<file path="config.mk">
export PLATFORM = sky130hd
export DESIGN_NAME = seg7_capture
export DESIGN_NICKNAME = d
export VERILOG_FILES = /design/src/rtl/seg7_pkg.sv /design/src/rtl/seg7_pattern_decode.sv /design/src/rtl/seg7_capture.sv
export SDC_FILE = /design/constraint.sdc
export NUM_CORES = 1
export LEC_CHECK = 0
export ABC_AREA = 1
export BUFFER_PORTS_ARGS = -buffer_cell sky130_fd_sc_hd__buf_2
export CORE_MARGIN = 1.5
export CORE_UTILIZATION = 35
export CTS_BUF_LIST = sky130_fd_sc_hd__clkbuf_16
export CTS_CLUSTER_SIZE = 20
export DETAILED_ROUTE_END_ITERATION = 10
export HOLD_SLACK_MARGIN = 0.06
export SKIP_LAST_GASP = 1
export SLEW_MARGIN = 0
export SYNTH_ARGS = -nofsm -noshare
export SYNTH_HDL_FRONTEND = slang
export SYNTH_SLANG_ARGS = --single-unit
</file>
<file path="constraint.sdc">
create_clock -name clk -period 5 [get_ports clk]
set_clock_uncertainty 0.2 [all_clocks]
set_input_delay 1.25 -clock clk [delete_from_list [all_inputs] [get_ports clk]]
set_output_delay 1.25 -clock clk [all_outputs]
set_load 0.05 [all_outputs]
</file>
<file path="src/rtl/seg7_pkg.sv">
// Shared constants for the seven-segment capture monitor:
// segment patterns, anode codes, FSM states and BCD conversion.
package seg7_pkg;

  localparam logic [6:0] SEG_0     = 7'b0000001;
  localparam logic [6:0] SEG_1     = 7'b1001111;
  localparam logic [6:0] SEG_2     = 7'b0010010;
  localparam logic [6:0] SEG_3     = 7'b0000110;
  localparam logic [6:0] SEG_4     = 7'b1001100;
  localparam logic [6:0] SEG_5     = 7'b0100100;
  localparam logic [6:0] SEG_6     = 7'b0100000;
  localparam logic [6:0] SEG_7     = 7'b0001111;
  localparam logic [6:0] SEG_8     = 7'b0000000;
  localparam logic [6:0] SEG_9     = 7'b0000100;
  localparam logic [6:0] SEG_BLANK = 7'b1111111;

  localparam logic [3:0] AN_THOU = 4'b0111;
  localparam logic [3:0] AN_HUND = 4'b1011;
  localparam logic [3:0] AN_TENS = 4'b1101;
  localparam logic [3:0] AN_UNIT = 4'b1110;

  typedef enum logic [1:0] {
    COLLECT = 2'd0,
    CONVERT = 2'd1,
    EMIT    = 2'd2
  } state_e;

  // Digits are 0..9 by construction, so 9999 fits comfortably.
  function automatic logic [15:0] bcd_to_bin(input logic [15:0] bcd);
    logic [13:0] p3;
    p3 = 14'(bcd[15:12]) * 14'd1000;
    return {2'b00, p3}
         + 16'(bcd[11:8]) * 16'd100
         + 16'(bcd[7:4]) * 16'd10
         + 16'(bcd[3:0]);
  endfunction

endpackage

</file>
<file path="src/rtl/seg7_pattern_decode.sv">
// Active-low seven-segment pattern to decimal digit decoder.
// Any pattern outside the ten digit glyphs is reported illegal.
module seg7_pattern_decode
  import seg7_pkg::*;
(
  input  logic [6:0] seg,
  output logic       legal,
  output logic [3:0] digit
);

  always_comb begin
    legal = 1'b1;
    digit = 4'd0;
    unique case (seg)
      SEG_0:   digit = 4'd0;
      SEG_1:   digit = 4'd1;
      SEG_2:   digit = 4'd2;
      SEG_3:   digit = 4'd3;
      SEG_4:   digit = 4'd4;
      SEG_5:   digit = 4'd5;
      SEG_6:   digit = 4'd6;
      SEG_7:   digit = 4'd7;
      SEG_8:   digit = 4'd8;
      SEG_9:   digit = 4'd9;
      default: legal = 1'b0;
    endcase
  end

endmodule

</file>
<file path="src/rtl/seg7_capture.sv">
// Reconstructs the 4-digit number shown on a scanned seven-segment
// display, emitting one BCD/binary frame per completed scan.
module seg7_capture
  import seg7_pkg::*;
#(
  parameter int unsigned STABLE_CYCLES  = 16,
  parameter int unsigned TIMEOUT_CYCLES = 4000000
) (
  input  logic        clk,
  input  logic        rst,
  input  logic [3:0]  AN,
  input  logic [6:0]  ledSEG,
  output logic [15:0] digits,
  output logic [15:0] value,
  output logic        frame_valid,
  output logic        seg_err,
  output logic        timeout
);

  localparam logic [15:0] STAB_LAST = 16'(STABLE_CYCLES - 1);
  localparam logic [31:0] TO_LAST   = 32'(TIMEOUT_CYCLES - 1);

  logic [3:0]       an1_q, an1_d, an2_q, an2_d;
  logic [6:0]       seg1_q, seg1_d, seg2_q, seg2_d;
  logic [15:0]      stab_q, stab_d;
  logic [3:0]       mask_q, mask_d;
  logic [3:0][3:0]  shadow_q, shadow_d;
  state_e           state_q, state_d;
  logic [15:0]      result_q, result_d;
  logic [31:0]      to_q, to_d;
  logic [15:0]      digits_q, digits_d;
  logic [15:0]      value_q, value_d;
  logic             fv_q, fv_d;
  logic             err_q, err_d;
  logic             tout_q, tout_d;

  logic             an_legal;
  logic [1:0]       pos;
  logic             stable;
  logic             cap;
  logic             dec_legal;
  logic [3:0]       dec_digit;
  logic [3:0]       cap_mask;

  seg7_pattern_decode u_dec (
    .seg   (seg1_q),
    .legal (dec_legal),
    .digit (dec_digit)
  );

  always_comb begin
    an_legal = 1'b1;
    pos      = 2'd0;
    unique case (an1_q)
      AN_THOU: pos = 2'd3;
      AN_HUND: pos = 2'd2;
      AN_TENS: pos = 2'd1;
      AN_UNIT: pos = 2'd0;
      default: an_legal = 1'b0;
    endcase
  end

  // Capture on the one increment that lands on STABLE_CYCLES.
  always_comb begin
    an1_d  = AN;
    seg1_d = ledSEG;
    an2_d  = an1_q;
    seg2_d = seg1_q;
    stable = an_legal && (an1_q == an2_q) && (seg1_q == seg2_q);
    cap    = stable && (stab_q == STAB_LAST);
    if (!stable) begin
      stab_d = 16'd0;
    end else if (&stab_q) begin
      stab_d = stab_q;
    end else begin
      stab_d = stab_q + 16'd1;
    end
  end

  always_comb begin
    state_d  = state_q;
    mask_d   = mask_q;
    shadow_d = shadow_q;
    result_d = result_q;
    to_d     = to_q;
    digits_d = digits_q;
    value_d  = value_q;
    fv_d     = 1'b0;
    err_d    = 1'b0;
    tout_d   = 1'b0;
    cap_mask = mask_q | (4'(1) << pos);
    unique case (state_q)
      COLLECT: begin
        if (cap && dec_legal && (cap_mask == 4'hF)) begin
          // A completing capture beats a coincident timeout.
          shadow_d[pos] = dec_digit;
          mask_d        = cap_mask;
          state_d       = CONVERT;
        end else begin
          if (cap && dec_legal) begin
            shadow_d[pos] = dec_digit;
            mask_d        = cap_mask;
          end else if (cap) begin
            mask_d = 4'd0;
            err_d  = 1'b1;
          end
          if (to_q == TO_LAST) begin
            to_d   = 32'd0;
            tout_d = 1'b1;
            mask_d = 4'd0;
          end else begin
            to_d = to_q + 32'd1;
          end
        end
      end
      CONVERT: begin
        result_d = bcd_to_bin(shadow_q);
        mask_d   = 4'd0;
        state_d  = EMIT;
      end
      EMIT: begin
        digits_d = shadow_q;
        value_d  = result_q;
        fv_d     = 1'b1;
        to_d     = 32'd0;
        state_d  = COLLECT;
      end
      default: state_d = COLLECT;
    endcase
  end

  always_ff @(posedge clk or posedge rst) begin
    if (rst) begin
      an1_q    <= 4'd0;
      an2_q    <= 4'd0;
      seg1_q   <= 7'd0;
      seg2_q   <= 7'd0;
      stab_q   <= 16'd0;
      mask_q   <= 4'd0;
      shadow_q <= '0;
      state_q  <= COLLECT;
      result_q <= 16'd0;
      to_q     <= 32'd0;
      digits_q <= 16'd0;
      value_q  <= 16'd0;
      fv_q     <= 1'b0;
      err_q    <= 1'b0;
      tout_q   <= 1'b0;
    end else begin
      an1_q    <= an1_d;
      an2_q    <= an2_d;
      seg1_q   <= seg1_d;
      seg2_q   <= seg2_d;
      stab_q   <= stab_d;
      mask_q   <= mask_d;
      shadow_q <= shadow_d;
      state_q  <= state_d;
      result_q <= result_d;
      to_q     <= to_d;
      digits_q <= digits_d;
      value_q  <= value_d;
      fv_q     <= fv_d;
      err_q    <= err_d;
      tout_q   <= tout_d;
    end
  end

  assign digits      = digits_q;
  assign value       = value_q;
  assign frame_valid = fv_q;
  assign seg_err     = err_q;
  assign timeout     = tout_q;

endmodule

</file>
Word level (Yosys, flattened, before mapping)

Cells that the tools add are included.

Memory bits (read-only): 0
Memories kept: 0
Bits in latches: 0
Output and inout port bits: 35
Register bits after elaboration: 143
RAM bits: 0

Shift-type cells: 1
Add/subtract/negate cells: 5
Multiply operators: 3
Eq/ne operators: 24
Reduce and logical (&&, ||, !) cells: 17
Mux-type cells: 29
Bitwise gates (word level): 1
$lt $le $gt $ge: 2
Divide/modulo/power cells: 0

Operators by type and width:

| cell                                              | count |
|---|---|
| two-way mux 16 bit                                | 4 |
| two-way mux 32 bit                                | 2 |
| one-hot mux 32 bit (2 select lines)               | 1 |
| one-hot mux 4 bit (9 select lines)                | 1 |
| adder 32 x 1 -> 32 bit, second input constant     | 1 |
| == test 32 x 22 -> 1 bit, second input constant   | 1 |
| two-way mux 4 bit                                 | 5 |
| adder 15 x 8 -> 16 bit                            | 1 |
| adder 16 x 1 -> 16 bit, second input constant     | 1 |
| adder 16 x 4 -> 16 bit                            | 1 |
| bitwise mux 16 bit                                | 1 |
| == test 16 x 4 -> 1 bit, second input constant    | 1 |
| == test 4 bit, second input constant              | 4 |
| AND reduction 16 bit                              | 1 |
| adder 14 x 11 -> 15 bit                           | 1 |
| == test 7 x 3 -> 1 bit, second input constant     | 2 |
| == test 7 x 6 -> 1 bit, second input constant     | 2 |
| == test 7 bit, second input constant              | 2 |
| multiplier 4 x 7 -> 11 bit, second input constant | 1 |
| two-way mux 1 bit                                 | 10 |
| OR reduction 10 bit                               | 1 |
| multiplier 4 x 5 -> 9 bit, second input constant  | 1 |
| demux 4 bit (select 2 bit)                        | 1 |
| one-hot mux 4 bit (2 select lines)                | 1 |
| other kinds (24)                                  | 35 |

Longest topological paths before layout

Depth after elaboration: 11
Mapped depth: 20
Gate-level depth less buffers: 20

Hierarchy

A second synthesis with hierarchy kept.

Cell total of the unflattened synthesis: 1,125
Area total of the unflattened synthesis: 8,740.9 um^2

Modules (own cells, without submodules):

| module              | cells each | sequential area each (um^2) | times used | area each (um^2) |
|---|---|---|---|---|
| seg7_capture        | 1,072      | 3,528.4                     | 1          | 8,504.4 |
| seg7_pattern_decode | 53         | 0.0                         | 1          | 236.5 |

Worst setup path before layout

Ideal clock, no wire load.

Path kind: flip-flop to flip-flop
Start: register shadow_q[14] (netlist name)
End: register result_q[13]
Setup time: 0.118 ns
Required time: 4.682 ns
Slack: 0.691 ns
Stages on the path, launching flop included: 19
Arrival time: 3.991 ns
Cells stage by stage: dfrtp_1 -> fa_1 -> inv_1 -> fa_1 -> inv_1 -> ha_1 -> nand2_1 -> o21ai_0 -> xor2_1 -> ha_1 -> ha_1 -> ha_1 -> inv_1 -> o21ai_0 -> nand3_1 -> nand4_1 -> or2_2 -> nand3_1 -> nand2_1

Longest elaborated chain between the ends: 4

Ends and longest elaborated chain:

| item                       | RTL line            | text |
|---|---|---|
| start, declared            | seg7_capture.sv:27  | `logic [3:0][3:0] shadow_q, shadow_d;` |
| start signal, assigned     | seg7_capture.sv:156 | `shadow_q <= shadow_d;` |
| multiplier 4 x 7 -> 11 bit | seg7_pkg.sv:31      | `p3 = 14'(bcd[15:12]) * 14'd1000;` |
| adder 14 x 11 -> 15 bit    | seg7_pkg.sv:33      | `+ 16'(bcd[11:8]) * 16'd100` |
| adder 15 x 8 -> 16 bit     | seg7_pkg.sv:34      | `+ 16'(bcd[7:4]) * 16'd10` |
| adder 16 x 4 -> 16 bit     | seg7_pkg.sv:35      | `+ 16'(bcd[3:0]);` |
| end signal, assigned       | seg7_capture.sv:158 | `result_q <= result_d;` |
| end, declared              | seg7_capture.sv:29  | `logic [15:0] result_q, result_d;` |

Every way passes these cells.
A chain may end at the register's enable or synchronous reset.

Worst setup path in the final report

Same ends and word-level chain as after synthesis.

==> metrics.yaml <==
placement:
  place_area_mm2: 0.00936
  port_buffers: 46
  dp_hpwl_mm: 14.5
  gp_congestion: 0.886
  place_inst: 1523
synth:
  synth-seq-cells: 141
  syn_inst: 1179
  synth_area_mm2: 0.00881
  ys_types: 39
  synth_nets: 1262
  yosys_warnings: 0
  synthFlopType: "dfrtp_1"
  syn_avg_cell_area_um2: 7.48
  synth_edf_count: 0
  synthArstFlopShare: 1.00
  ys_seq_area_frac: 0.400
setup_path:
  ff2ff_setup_slack_ns: 0.41
  cp.required_ns: 5.12
  crit_type: "flop to flop"
  cp-end-kind: "flop"
  startpoint_type: "flop"
  cp_max_fo: 7
  r2r_cells: 18
  r2r_start: "shadow_q[14]$_DFFE_PP0P_"
  cp.arrival_ns: 4.71
  reg2reg_to: "result_q[13]$_DFFE_PP0P_"
flow_run:
  cap_violations: 0
route:
  antenna_left: 0
  drtIter0Drc: 481
  post-route-drc-count: 0
  vias: 7423
  wl_met2_mm: 8.61
  wl_per_cell_um: 12.8
  routed_wl_mm: 19.9
  top_layer: "met4"
  vias_per_cell: 4.77
  wl_met3_um: 747
  dr.pass1.iters: 6
  wl_met1_mm: 10.4
clocking:
  htree_levels: 4
  clk_pin_slew_worst_paths_ns: 0.06
  post_cts_buffers: 0
  clk-insertion-delay-late_ns: 0.43
  cts_resized: 0
  cts_num_sinks: 141
  cts_tree: "done"
  cts_root_buffer: "clkbuf_16"
  clockBufferDepth: 2
  cts_hold_buffers: 0
  numCtsBuffers: 17
grt:
  grt_pass1_wl_mm: 34.3
  antenna_found_initial: 0
  grt_max_degree: 61
  gr-total-overflow: 0
  grt_pass1_vias: 7030
  track_usage: 0.162
finish:
  insertedDiodeCount: 0
  nets: 1301
  final_cell_area_mm2: 0.00992
  synthToLayoutAreaGrowth_pct: 12.5
  instances_no_fill: 1555
  drive_above_1_share: 0.0731
floorplanning:
  die_area_mm2: 0.0261
  die_w_um: 162
  chipHeight_um: 162
  core_area_mm2: 0.0245
  initial_utilization: 0.359
  pin_count: 48
  rows: 57
power_and_ir_drop:
  vdd_ir_drop_max_v: 0.000173
  leakagePower_nw: 5.29
  power_mw: 2.45
  cellPowerDensity_mw_per_mm2: 247
timing:
  post-route-period-util: 0.919
  report.final.slew_viol_count: 0
  whs_ns: 0.253
  worst_slew_pin_slew_ns: 1.07
  period_minus_slack_ns: 4.59
  rsz0062_at_grt: "no"
  hold_violations: 0
  setup_tns_ns: 0
  setup_viol: 0
  fmax_ghz: 0.218
  relSlewSlack: 0.286
hold_path:
  min_to: "an2_q[3]$_DFF_PP0_"
  hold_depth: 0
  worstHoldPathType: "flop to flop"
  worstHoldStart: "an1_q[3]$_DFF_PP0_"
status:
  status: "finished clean"
[final cells by class]
cell class	instances	area (um2)
Multi-Input combinational cell	853	4570
Inverter	155	586
Clock buffer	17	425
Timing Repair Buffer	50	273
Clock inverter	15	131
Tap cell	324	405
Sequential cell	141	3530
Fill cell	2517	14600
[flip-flops by register name (all words and copies together), names as in the netlist]
name / count
an1_q: 4
an2_q: 4
digits: 16
frame_valid: 1
mask_q: 4
result_q: 15
seg1_q: 7
seg2_q: 7
seg_err: 1
shadow_q: 16
stab_q: 16
state_q: 2
timeout: 1
to_q: 32
value: 15
[worst max-delay path by stage]
stage	from	to	depth (start not counted)	slack [ns]
floorplan	shadow_q[14]$_DFFE_PP0P_	result_q[13]$_DFFE_PP0P_	18	0.69
global placement	shadow_q[14]$_DFFE_PP0P_	result_q[13]$_DFFE_PP0P_	18	0.47
detailed placement	shadow_q[14]$_DFFE_PP0P_	result_q[13]$_DFFE_PP0P_	18	0.39
CTS	shadow_q[14]$_DFFE_PP0P_	result_q[13]$_DFFE_PP0P_	18	0.36
global route	shadow_q[14]$_DFFE_PP0P_	result_q[13]$_DFFE_PP0P_	18	0.05
finish	shadow_q[14]$_DFFE_PP0P_	result_q[13]$_DFFE_PP0P_	18	0.41
[layer usage]
layer  GRT usage  vias up
li1            -     3850
met1       0.237     3433
met2       0.248      125
met3      0.0291       15
met4      0.0409        0
met5           0        -
[stage by stage]
stage,utilization,setup slack (ns)
final,0.404,0.407
after global routing,0.404,0.0455
after CTS,0.404,0.363
after detailed placement,0.382,0.387
after global placement,0.382,0.467
after floorplan,-,0.691
[worst max-delay path, cell delays in order (launching register included)]
cell and delay, ns:
dfrtp_1 0.47, fa_1 0.61, inv_1 0.10, fa_1 0.51, inv_1 0.04, ha_1 0.34
nand2_1 0.06, o21ai_0 0.27, xor2_1 0.19, ha_1 0.25, ha_1 0.30, ha_1 0.33
inv_1 0.09, o21ai_0 0.11, nand3_1 0.08, nand4_1 0.12, or2_2 0.31, nand3_1 0.07
nand2_1 0.06
[layout by cell type (no fill, tap or decap), types with 3 or more instances in the layout]
cell / netlist / layout
ha_1: 53 / 53
dfrtp_1: 141 / 141
nor3_1: 28 / 28
inv_1: 154 / 154
o21ai_0: 48 / 48
buf_4: 5 / 3
xnor2_1: 8 / 8
nand3_1: 83 / 83
nand2_1: 362 / 362
buf_2: 3 / 46
a31oi_1: 4 / 4
clkinvlp_4: 0 / 5
clkinv_1: 0 / 4
or2_2: 5 / 5
nor2_1: 125 / 125
fa_1: 17 / 17
xor2_1: 23 / 23
clkbuf_16: 0 / 17
nand4_1: 49 / 49
a21oi_1: 26 / 26
[synth_stat cells, types with 8 or more instances]
library cell,n,area [um2]
inv_1,154,578
fa_1,17,340
o21ai_0,48,240
nand3_1,83,415
nor3_1,28,140
nor2_1,125,469
ha_1,53,663
a21oi_1,26,130
clkbuf_1,18,67.6
nand4_1,49,307
nand2_1,362,1360
xor2_1,23,201
xnor2_1,8,70.1
dfrtp_1,141,3530
[logic make-up (layout without fill, tap and decap cells)]
| logic type | count (synthesis) | count (layout) | share of synthesized area |
|---|---|---|---|
| simple gates | 660 | 660 | 0.316 |
| buf+inv | 185 | 237 | 0.0813 |
| flops | 141 | 141 | 0.400 |
| compound gates | 90 | 90 | 0.0558 |
| fa+ha+maj | 70 | 70 | 0.114 |
| xor+xnor | 31 | 31 | 0.0308 |
| other cells | 1 | 1 | 0.000425 |
| mux | 1 | 1 | 0.00128 |
[power by group]
part / internal (mW) / switching [mW] / total [mW]
combinational: 0.0171 / 0.0492 / 0.0663
sequential: 1.15 / 0.00941 / 1.16
clock: 0.722 / 0.498 / 1.22
total: 1.89 / 0.557 / 2.45
No activity file was read; power rests on OpenSTA's default activity.
